==> src/rtl/spi_slave_axis.sv <==
// SPI slave (any CPOL/CPHA, selectable bit order) bridging an oversampled SPI link
// to AXI-Stream TX/RX byte streams with a 1-deep pending RX stage and overrun flag.
module spi_slave_axis #(
   parameter bit         CLOCK_POLARITY_G = 1'b0,
   parameter bit         CLOCK_PHASE_G    = 1'b0,
   parameter bit         MSB_FIRST_G      = 1'b1,
   parameter logic [7:0] IDLE_BYTE_G      = 8'hFF
) (
   input  logic       clk_in,
   input  logic       rst_in,
   input  logic       sclk,
   input  logic       mosi,
   input  logic       cs,
   output logic       miso,
   output logic       miso_oe,
   input  logic [7:0] s_axis_tdata,
   input  logic       s_axis_tvalid,
   output logic       s_axis_tready,
   output logic [7:0] m_axis_tdata,
   output logic       m_axis_tvalid,
   input  logic       m_axis_tready,
   output logic       m_axis_tlast,
   output logic       busy,
   output logic       overrun
);

   logic [1:0] sclk_sync_q, mosi_sync_q, cs_sync_q;
   logic       sclk_prev_q, cs_prev_q;
   logic       sclk_s, mosi_s, cs_s;

   // cs synchronizer resets to "asserted" so a frame already running at reset
   // release never produces a falling edge and is ignored until cs goes high.
   always_ff @(posedge clk_in or negedge rst_in) begin
      if (!rst_in) begin
         sclk_sync_q <= {2{CLOCK_POLARITY_G}};
         sclk_prev_q <= CLOCK_POLARITY_G;
         mosi_sync_q <= '0;
         cs_sync_q   <= '0;
         cs_prev_q   <= 1'b0;
      end else begin
         sclk_sync_q <= {sclk_sync_q[0], sclk};
         sclk_prev_q <= sclk_sync_q[1];
         mosi_sync_q <= {mosi_sync_q[0], mosi};
         cs_sync_q   <= {cs_sync_q[0], cs};
         cs_prev_q   <= cs_sync_q[1];
      end
   end

   assign sclk_s = sclk_sync_q[1];
   assign mosi_s = mosi_sync_q[1];
   assign cs_s   = cs_sync_q[1];

   logic       selected_q, selected_d;
   logic       miso_q, miso_d;
   logic [7:0] tx_q, tx_d;
   logic [7:0] rx_q, rx_d;
   logic [2:0] bit_cnt_q, bit_cnt_d;
   logic       pend_valid_q, pend_valid_d, pend_last_q, pend_last_d;
   logic [7:0] pend_data_q, pend_data_d;
   logic       m_valid_q, m_valid_d, m_last_q, m_last_d;
   logic [7:0] m_data_q, m_data_d;
   logic       overrun_q, overrun_d;

   logic       sclk_rise, sclk_fall, lead_edge, trail_edge;
   logic       frame_start, frame_end, in_frame, sample_edge, shift_edge;
   logic       byte_done, tx_load, out_ready;
   logic [7:0] rx_next, tx_byte;

   function automatic logic first_bit(input logic [7:0] b);
      return MSB_FIRST_G ? b[7] : b[0];
   endfunction

   function automatic logic [7:0] rest_bits(input logic [7:0] b);
      return MSB_FIRST_G ? {b[6:0], 1'b0} : {1'b0, b[7:1]};
   endfunction

   assign sclk_rise   = sclk_s & ~sclk_prev_q;
   assign sclk_fall   = ~sclk_s & sclk_prev_q;
   assign lead_edge   = CLOCK_POLARITY_G ? sclk_fall : sclk_rise;
   assign trail_edge  = CLOCK_POLARITY_G ? sclk_rise : sclk_fall;
   assign frame_start = cs_prev_q & ~cs_s;
   assign frame_end   = selected_q & cs_s;
   assign in_frame    = selected_q & ~cs_s;
   assign sample_edge = in_frame & (CLOCK_PHASE_G ? trail_edge : lead_edge);
   assign shift_edge  = in_frame & (CLOCK_PHASE_G ? lead_edge : trail_edge);
   assign rx_next     = MSB_FIRST_G ? {rx_q[6:0], mosi_s} : {mosi_s, rx_q[7:1]};
   assign byte_done   = sample_edge & (bit_cnt_q == 3'd7);
   assign tx_load     = frame_start | byte_done;
   assign tx_byte     = s_axis_tvalid ? s_axis_tdata : IDLE_BYTE_G;
   assign out_ready   = ~m_valid_q | m_axis_tready;

   always_comb begin
      selected_d   = selected_q;
      miso_d       = miso_q;
      tx_d         = tx_q;
      rx_d         = rx_q;
      bit_cnt_d    = bit_cnt_q;
      pend_valid_d = pend_valid_q;
      pend_last_d  = pend_last_q;
      pend_data_d  = pend_data_q;
      m_valid_d    = m_valid_q;
      m_last_d     = m_last_q;
      m_data_d     = m_data_q;
      overrun_d    = overrun_q;

      if (m_valid_q && m_axis_tready) m_valid_d = 1'b0;

      // With CPHA=0 the first bit must already be on the wire at the first edge.
      if (frame_start) begin
         selected_d = 1'b1;
         bit_cnt_d  = 3'd0;
         overrun_d  = 1'b0;
         if (!CLOCK_PHASE_G) begin
            miso_d = first_bit(tx_byte);
            tx_d   = rest_bits(tx_byte);
         end else begin
            miso_d = 1'b0;
            tx_d   = tx_byte;
         end
      end

      if (frame_end) begin
         selected_d = 1'b0;
         miso_d     = 1'b0;
         if (pend_valid_q) pend_last_d = 1'b1;
      end

      if (shift_edge) begin
         miso_d = first_bit(tx_q);
         tx_d   = rest_bits(tx_q);
      end

      if (sample_edge) begin
         rx_d      = rx_next;
         bit_cnt_d = bit_cnt_q + 3'd1;
      end

      if (byte_done) begin
         tx_d = tx_byte;
         if (!pend_valid_q) begin
            pend_valid_d = 1'b1;
            pend_data_d  = rx_next;
            pend_last_d  = 1'b0;
         end else if (out_ready) begin
            m_valid_d   = 1'b1;
            m_data_d    = pend_data_q;
            m_last_d    = pend_last_q;
            pend_data_d = rx_next;
            pend_last_d = 1'b0;
         end else begin
            overrun_d = 1'b1;
         end
      end else if (pend_valid_q && pend_last_q && out_ready) begin
         m_valid_d    = 1'b1;
         m_data_d     = pend_data_q;
         m_last_d     = 1'b1;
         pend_valid_d = 1'b0;
         pend_last_d  = 1'b0;
      end
   end

   always_ff @(posedge clk_in or negedge rst_in) begin
      if (!rst_in) begin
         selected_q   <= 1'b0;
         miso_q       <= 1'b0;
         tx_q         <= '0;
         rx_q         <= '0;
         bit_cnt_q    <= '0;
         pend_valid_q <= 1'b0;
         pend_last_q  <= 1'b0;
         pend_data_q  <= '0;
         m_valid_q    <= 1'b0;
         m_last_q     <= 1'b0;
         m_data_q     <= '0;
         overrun_q    <= 1'b0;
      end else begin
         selected_q   <= selected_d;
         miso_q       <= miso_d;
         tx_q         <= tx_d;
         rx_q         <= rx_d;
         bit_cnt_q    <= bit_cnt_d;
         pend_valid_q <= pend_valid_d;
         pend_last_q  <= pend_last_d;
         pend_data_q  <= pend_data_d;
         m_valid_q    <= m_valid_d;
         m_last_q     <= m_last_d;
         m_data_q     <= m_data_d;
         overrun_q    <= overrun_d;
      end
   end

   assign s_axis_tready = tx_load & s_axis_tvalid;
   assign miso          = miso_q;
   assign miso_oe       = selected_q;
   assign busy          = selected_q;
   assign overrun       = overrun_q;
   assign m_axis_tvalid = m_valid_q;
   assign m_axis_tdata  = m_data_q;
   assign m_axis_tlast  = m_last_q;

endmodule

==> config.mk <==
export PLATFORM = sky130hd
export DESIGN_NAME = spi_slave_axis
export DESIGN_NICKNAME = d
export VERILOG_FILES = /design/src/rtl/spi_slave_axis.sv
export SDC_FILE = /design/constraint.sdc
export NUM_CORES = 1
export LEC_CHECK = 0
export BUFFER_PORTS_ARGS = -buffer_cell sky130_fd_sc_hd__buf_4
export CAP_MARGIN = 10
export CORE_ASPECT_RATIO = 0.6
export CORE_MARGIN = 3
export CORE_UTILIZATION = 46
export CTS_CLUSTER_DIAMETER = 50
export DETAILED_ROUTE_END_ITERATION = 7
export GPL_TIMING_DRIVEN = 0
export PLACE_DENSITY = 0.66
export SLEW_MARGIN = 20
export SYNTH_ARGS = -nofsm -noshare
export SYNTH_HDL_FRONTEND = slang
export SYNTH_SLANG_ARGS = --single-unit
==> constraint.sdc <==
create_clock -name clk_in -period 2.2 [get_ports clk_in]
set_clock_uncertainty 0.05 [all_clocks]
set_input_delay 0.22 -clock clk_in [delete_from_list [all_inputs] [get_ports clk_in]]
set_output_delay 0.22 -clock clk_in [all_outputs]
set_load 0.02 [all_outputs]
==> run_results.csv, run 1 <==
group,metric,value,unit
run_status,outcome,"completed",
worst_setup_path,worst_ep_required_time,2350,ps
yosys,yosys_warnings,0,
die,die_w,93.7,um
clock_network,cts_root_buf,"clkbuf_8",
route,drt-initial-drc-count,124,
clock_network,cts.sinks,49,
clock_network,cts_buffers,5,
route,vias,1410,
worst_setup_path,worstPathCellList,"ha_1 -> ha_1 -> and3b_4 -> o31ai_4 -> clkbuf_4 -> nor2_1 -> a32o_1",
die,fp-row-count,18,
worst_setup_path,critPathKind,"flip-flop to flip-flop",
route,remaining_drc_errors,0,
worst_setup_path,reg2reg_slack,70,ps
timing,post-route-period-util,96.7,%
worst_setup_path,worstSetupStartpointType,"flip-flop",
clock_network,cts_tree,"done",
timing,rsz0062_at_grt,"false",
clock_network,clk_path_buf_depth,2,
grt,global_route.usage.met1,22.7,%
worst_setup_path,worstRegToRegCells,7,
placement,portBuffers,29,
worst_setup_path,end_kind,"flip-flop",
timing,hold_violations,0,
worst_setup_path,crit_family,"compound AO/OA/AOI/OAI gates",
worst_setup_path,crit_arrival,2270,ps
power_and_ir_drop,leakagePower,0.00123,uW
yosys,synth_nets,181,
route,avgViaCountPerCell,5.32,
power_and_ir_drop,power_density,690,mW/mm^2
grt,antenna_found_initial,0,
grt,grt_overflow,0,
die,initial_utilization,49.6,%
yosys,synthDistinctLibCells,33,
worst_setup_path,cp_slowest_cell,"dfrtp_1",
die,die_h,58.6,um
worst_setup_path,cpMostUsedCell,"ha_1",
route,wl,4020,um
worst_setup_path,cp.depth,7,
finish,fillers,367,
route,ant_nets,0,
route,drtPass1Iterations,4,
worst_hold_path,whs_path_depth,3,
route,avgRoutedWirePerCell,15.2,um
grt,grt_pass1_wl,6730,um
timing,finalSetupViolCount,0,
die,core_area,0.00428,mm^2
grt,grtUsageMet2,22.9,%
clock_network,htreeDepth,2,
worst_setup_path,r2r_start,"bit_cnt_q[0]",
timing,tightest_slew,610,ps
grt,grt.total_usage,16.2,%
finish,fin_nets,222,
timing,clock.fmax,470,MHz
clock_network,clk_latency,300,ps
die,ioPinCount,30,
job,max-cap-violations,0,
finish,drive_gt1_share,35.6,%
grt,grt_pass1_vias,1394,
worst_setup_path,r2r-end,"tx_q[6]",
timing,min_period,2130,ps
yosys,yosysSeqAreaShare,57.7,%
timing,setup_tns,0,ps
clock_network,clk_pin_slew,90,ps
yosys,ys_seq_elements,49,
worst_setup_path,critPathBufInv,1,
finish,synthToLayoutAreaGrowth,20.8,%
worst_hold_path,min_to,"tx_q[0]",
power_and_ir_drop,power.total,1770,uW
yosys,syn_inst,164,
timing,drv_slew,0,
placement,dpl.hpwl,2860,um
finish,antenna_cells,0,
worst_setup_path,slowest_delay,400,ps
worst_setup_path,crit_fanout,10,
worst_hold_path,hp-class,"input port to flip-flop",
grt,grtUsageMet3,4.47,%
worst_hold_path,hold_start,"s_axis_tdata[0]",
timing,relSlewSlack,59.4,%
die,dieArea,0.00549,mm^2
grt,grt_max_degree,50,
yosys,syn_area,0.00212,mm^2
power_and_ir_drop,peakVddDrop,317,uV
placement,gp_congestion,0.849,
grt,top_usage_layer,"met2",
yosys,synth.avg_cell_area,12.9,um^2
==> metrics by stage <==
stage	std cells	setup WS [ps]	instance area, um^2	utilization [%]	hold WS (ps)
after floorplan	164	198	2120	-	-126
after global placement	253	110	2420	56.5	211
after CTS	264	43.6	2550	59.7	143
final	265	71.7	2560	59.9	149
after global routing	265	3.04	2560	59.9	155
after detailed placement	253	50.9	2420	56.5	220
==> kinds of logic after synthesis <==
logic type,Yosys count,share of synthesized area (%)
adder cells (fa/ha/maj),2,1.18
multiplexers,24,14.1
AND/OR/NAND/NOR,56,15.0
flip-flops,49,57.7
AO/OA/AOI/OAI,23,9.19
buffers and inverters,10,2.83
==> worst reg2reg max path: cells and delay by family, from the launching register on <==
kind | cells | cell delay [ps]
simple gates | 2 | 280
buf+inv | 1 | 300
fa+ha+maj | 2 | 390
flops | 1 | 400
compound gates | 2 | 630
==> synth_stat cells <==
master | number | share of area [%]
a32o_1 | 7 | 3.3
o21ai_0 | 7 | 1.6
and2_4 | 1 | 0.41
a21o_1 | 1 | 0.35
buf_6 | 2 | 1.1
nand2_1 | 15 | 2.7
o21a_1 | 1 | 0.35
o211a_1 | 1 | 0.47
clkbuf_1 | 4 | 0.71
dfrtp_1 | 49 | 58
o21ba_2 | 1 | 0.47
a21oi_2 | 1 | 0.41
nand3b_1 | 7 | 2.5
nor2_1 | 14 | 2.5
mux2i_1 | 1 | 0.47
nand4bb_1 | 1 | 0.53
a21boi_0 | 1 | 0.35
mux2_2 | 15 | 8.0
nor2b_1 | 4 | 1.2
o31ai_4 | 1 | 1.0
nand2b_1 | 2 | 0.59
o41ai_1 | 1 | 0.41
buf_2 | 3 | 0.71
mux2_4 | 8 | 5.7
nand3_1 | 3 | 0.71
nand4b_1 | 5 | 2.1
and4b_1 | 1 | 0.47
and3b_4 | 1 | 0.59
and3b_2 | 1 | 0.47
nor3b_1 | 1 | 0.35
o221ai_1 | 1 | 0.41
buf_4 | 1 | 0.35
ha_1 | 2 | 1.2
==> registers in the layout, summed over array words and instances, names as in the netlist, 2 cells and up <==
register      flops
bit_cnt_q         3
cs_sync_q         2
rx_q              7
sclk_sync_q       2
pend_data_q       8
mosi_sync_q       2
tx_q              8
m_axis_tdata      8
==> cell type report <==
cell class	count	area, um^2	area share (%)
well taps	60	75.1	2.93
flip-flops and latches	49	1230	47.8
repair buffers	34	265	10.3
multi-input cells	105	840	32.7
clock buffers	7	86.3	3.37
plain buffers	10	72.6	2.83
==> power breakdown <==
part / switching, uW / internal [uW]
sequential: 58.6 / 975
combinational: 96.7 / 113
clock: 277 / 250
total: 432 / 1340
==> metal layers <==
layer / part of all wire (%) / up-vias
li1: - / 665
met1: 49 / 686
met2: 42 / 49
met3: 6.1 / 10
met4: 2.2 / 0
met5: 0 / -
==> worst max-delay path by stage <==
stage	from	end
after floorplan	bit_cnt_q[0]	m_axis_tdata[0]
after global placement	bit_cnt_q[0]	s_axis_tready
after detailed placement	bit_cnt_q[0]	tx_q[6]
after CTS	bit_cnt_q[0]	tx_q[6]
after global routing	bit_cnt_q[0]	s_axis_tready
final	bit_cnt_q[0]	tx_q[6]
==> cell usage in the layout, fill, tap and decap left out <==
cell	n
a21boi_0	1
a21o_1	1
a21oi_2	1
a32o_1	7
and2_4	1
and3b_2	1
and3b_4	1
and4b_1	1
buf_2	2
buf_4	31
buf_6	2
clkbuf_1	4
clkbuf_4	1
clkbuf_8	7
dfrtp_1	49
dlygate4sd3_1	4
ha_1	2
mux2_2	15
mux2_4	8
mux2i_1	1
nand2_1	14
nand2_2	1
nand2b_1	2
nand3_1	3
nand3b_1	7
nand4b_1	5
nand4bb_1	1
nor2_1	14
nor2b_1	4
nor3b_1	1
o211a_1	1
o21a_1	1
o21ai_0	7
o21ba_2	1
o221ai_1	1
o31ai_4	1
o41ai_1	1
==> repair_timing <==
action,CTS,global route
endpoints found under the hold margin,52,0
resized for setup,4,1
hold buffers,4,0
endpoints found under the setup margin,1,2
gates cloned,0,0
buffers inserted,0,1
Power figures use the tool's default switching activity.
==> run 2: changes to the inputs <==
--- a/config.mk
+++ b/config.mk
@@ -9,11 +9,10 @@
 export CAP_MARGIN = 10
 export CORE_ASPECT_RATIO = 0.6
 export CORE_MARGIN = 3
-export CORE_UTILIZATION = 46
+export CORE_UTILIZATION = 30
 export CTS_CLUSTER_DIAMETER = 50
 export DETAILED_ROUTE_END_ITERATION = 7
 export GPL_TIMING_DRIVEN = 0
-export PLACE_DENSITY = 0.66
 export SLEW_MARGIN = 20
 export SYNTH_ARGS = -nofsm -noshare
 export SYNTH_HDL_FRONTEND = slang
==> run 2 against run 1 <==
  * Core utilization shrank 21 points
  * Global-route usage shrank 5.2 points
  * Worst setup slack lost 3.4 ps
  * Sequential share of layout area shrank 1.6 points
  * Largest cell class unchanged
==> run_results.csv, run 2 (same netlist as run 1, synthesis figures left out) <==
group,metric,value,unit
worst_setup_path,crit_arrival,2250,ps
power_and_ir_drop,peakVddDrop,372,uV
route,avgViaCountPerCell,4.76,
power_and_ir_drop,leakagePower,0.00125,uW
finish,fillers,650,
job,max-cap-violations,0,
timing,post-route-period-util,96.9,%
clock_network,clk_pin_slew,70,ps
worst_setup_path,cp.depth,8,
clock_network,cts_tree,"done",
die,ioPinCount,30,
finish,instances_no_fill,292,
worst_setup_path,worstPathCellList,"ha_1 -> ha_1 -> and3b_4 -> and2_4 -> buf_6 -> o211a_1 -> buf_6 -> mux2_4",
die,die_w,115,um
finish,mostFrequentLayoutCell,"dfrtp_1",
worst_setup_path,worst_ep_required_time,2320,ps
grt,grt_max_degree,50,
grt,grt_overflow,0,
finish,synthToLayoutAreaGrowth,24.9,%
placement,dp_cells,280,
route,ant_nets,0,
timing,setup_tns,0,ps
run_status,outcome,"completed",
route,drt-initial-drc-count,52,
placement,gp_congestion,0.797,
die,core_area,0.00676,mm^2
finish,final_cell_mix,"dfrtp_1 (49), buf_4 (31), mux2_2 (15), nand2_1 (14), nor2_1 (14)",
route,avgRoutedWirePerCell,14.3,um
timing,hold_violations,0,
clock_network,postCtsSetupBuffers,0,
timing,tightest_slew,617,ps
finish,antenna_cells,0,
clock_network,cts_root_buf,"clkbuf_16",
grt,grt_pass1_vias,1323,
worst_setup_path,worstSetupStartpointType,"flip-flop",
timing,drv_slew,0,
worst_setup_path,critPathKind,"flip-flop to flip-flop",
worst_setup_path,cp_slowest_cell,"dfrtp_1",
timing,rsz0062_at_grt,"false",
worst_setup_path,crit_fanout,10,
worst_hold_path,whs_path_depth,3,
worst_setup_path,worstRegToRegCells,8,
route,drtPass1Iterations,4,
placement,portBuffers,29,
grt,grt.total_usage,10.9,%
grt,grt_pass1_wl,7050,um
grt,antenna_found_initial,0,
die,die_h,71.2,um
route,remaining_drc_errors,0,
die,dieArea,0.00816,mm^2
clock_network,clk_path_buf_depth,2,
die,initial_utilization,31.4,%
finish,drive_gt1_share,36.1,%
timing,hold_ws,182,ps
power_and_ir_drop,power_density,755,mW/mm^2
clock_network,cts.sinks,49,
route,wl,4170,um
worst_hold_path,hp-class,"input port to flip-flop",
worst_setup_path,crit_family,"flip-flops",
timing,relSlewSlack,58.8,%
clock_network,htreeDepth,2,
worst_setup_path,end_kind,"flip-flop",
timing,min_period,2130,ps
clock_network,cts_buffers,5,
placement,dpl.hpwl,2920,um
timing,finalSetupViolCount,0,
timing,clock.fmax,469,MHz
worst_setup_path,critPathBufInv,2,
clock_network,clk_latency,280,ps
die,fp-row-count,23,
route,vias,1390,
worst_setup_path,slowest_delay,400,ps
finish,fin_nets,221,
[run 2: timing repair]
item | CTS | global route
hold buffers | 4 | 0
resized for setup | 3 | 3
pin swaps | 0 | 1
endpoints found under the hold margin | 52 | 0
endpoints found under the setup margin | 1 | 10
cloned | 0 | 0
[run 2: final cells by class]
class | instances | area (um^2) | share of cell area [%]
plain buffers | 10 | 72.6 | 2.74
clock buffers | 5 | 125 | 4.72
clock inverters | 3 | 21.3 | 0.802
multi-input cells | 105 | 840 | 31.7
flip-flops and latches | 49 | 1230 | 46.2
well taps | 87 | 109 | 4.11
repair buffers | 33 | 258 | 9.72
[run 2: worst min-delay path: cells and delay by family]
kind,cells,cell delay [ps]
AO/OA/AOI/OAI,1,140
buffers and inverters,1,80
AND/OR/NAND/NOR,1,40
[run 2: routing by layer]
metal | routed length (um) | global-route usage, %
met1 | 2270 | 17.8
met2 | 1670 | 14.1
met3 | 235 | 2.65
met4 | 0 | 2.77
met5 | 0 | 0
[run 2: worst paths after layout]
kind                       slack [ps]               to             from
hold / removal                    180          tx_q[0]  s_axis_tdata[0]
max in group asynchronous        1230   pend_data_q[6]           rst_in
setup reg to reg                   70  m_axis_tdata[7]     bit_cnt_q[0]
hold reg to reg                   300   sclk_sync_q[1]   sclk_sync_q[0]
min in group asynchronous         440          tx_q[5]           rst_in
setup / recovery                   70  m_axis_tdata[7]     bit_cnt_q[0]
[run 2: stage by stage]
stage / cell area, um^2 / setup slack [ps] / util, % / power, uW
global route: 2650 / 9.35 / 39.2 / 2100
CTS: 2650 / 3.75 / 39.1 / 2030
floorplan: 2120 / 198 / - / 1160
global placement: 2450 / 49.1 / 36.2 / 1250
finish: 2650 / 68.3 / 39.2 / 2000
detailed placement: 2450 / 28.4 / 36.2 / 1260
[run 2: report_power, final]
| group | switching [uW] | internal (uW) |
|---|---|---|
| Sequential | 64.1 | 977 |
| Clock | 332 | 423 |
| Combinational | 94.1 | 111 |
| Total | 490 | 1510 |
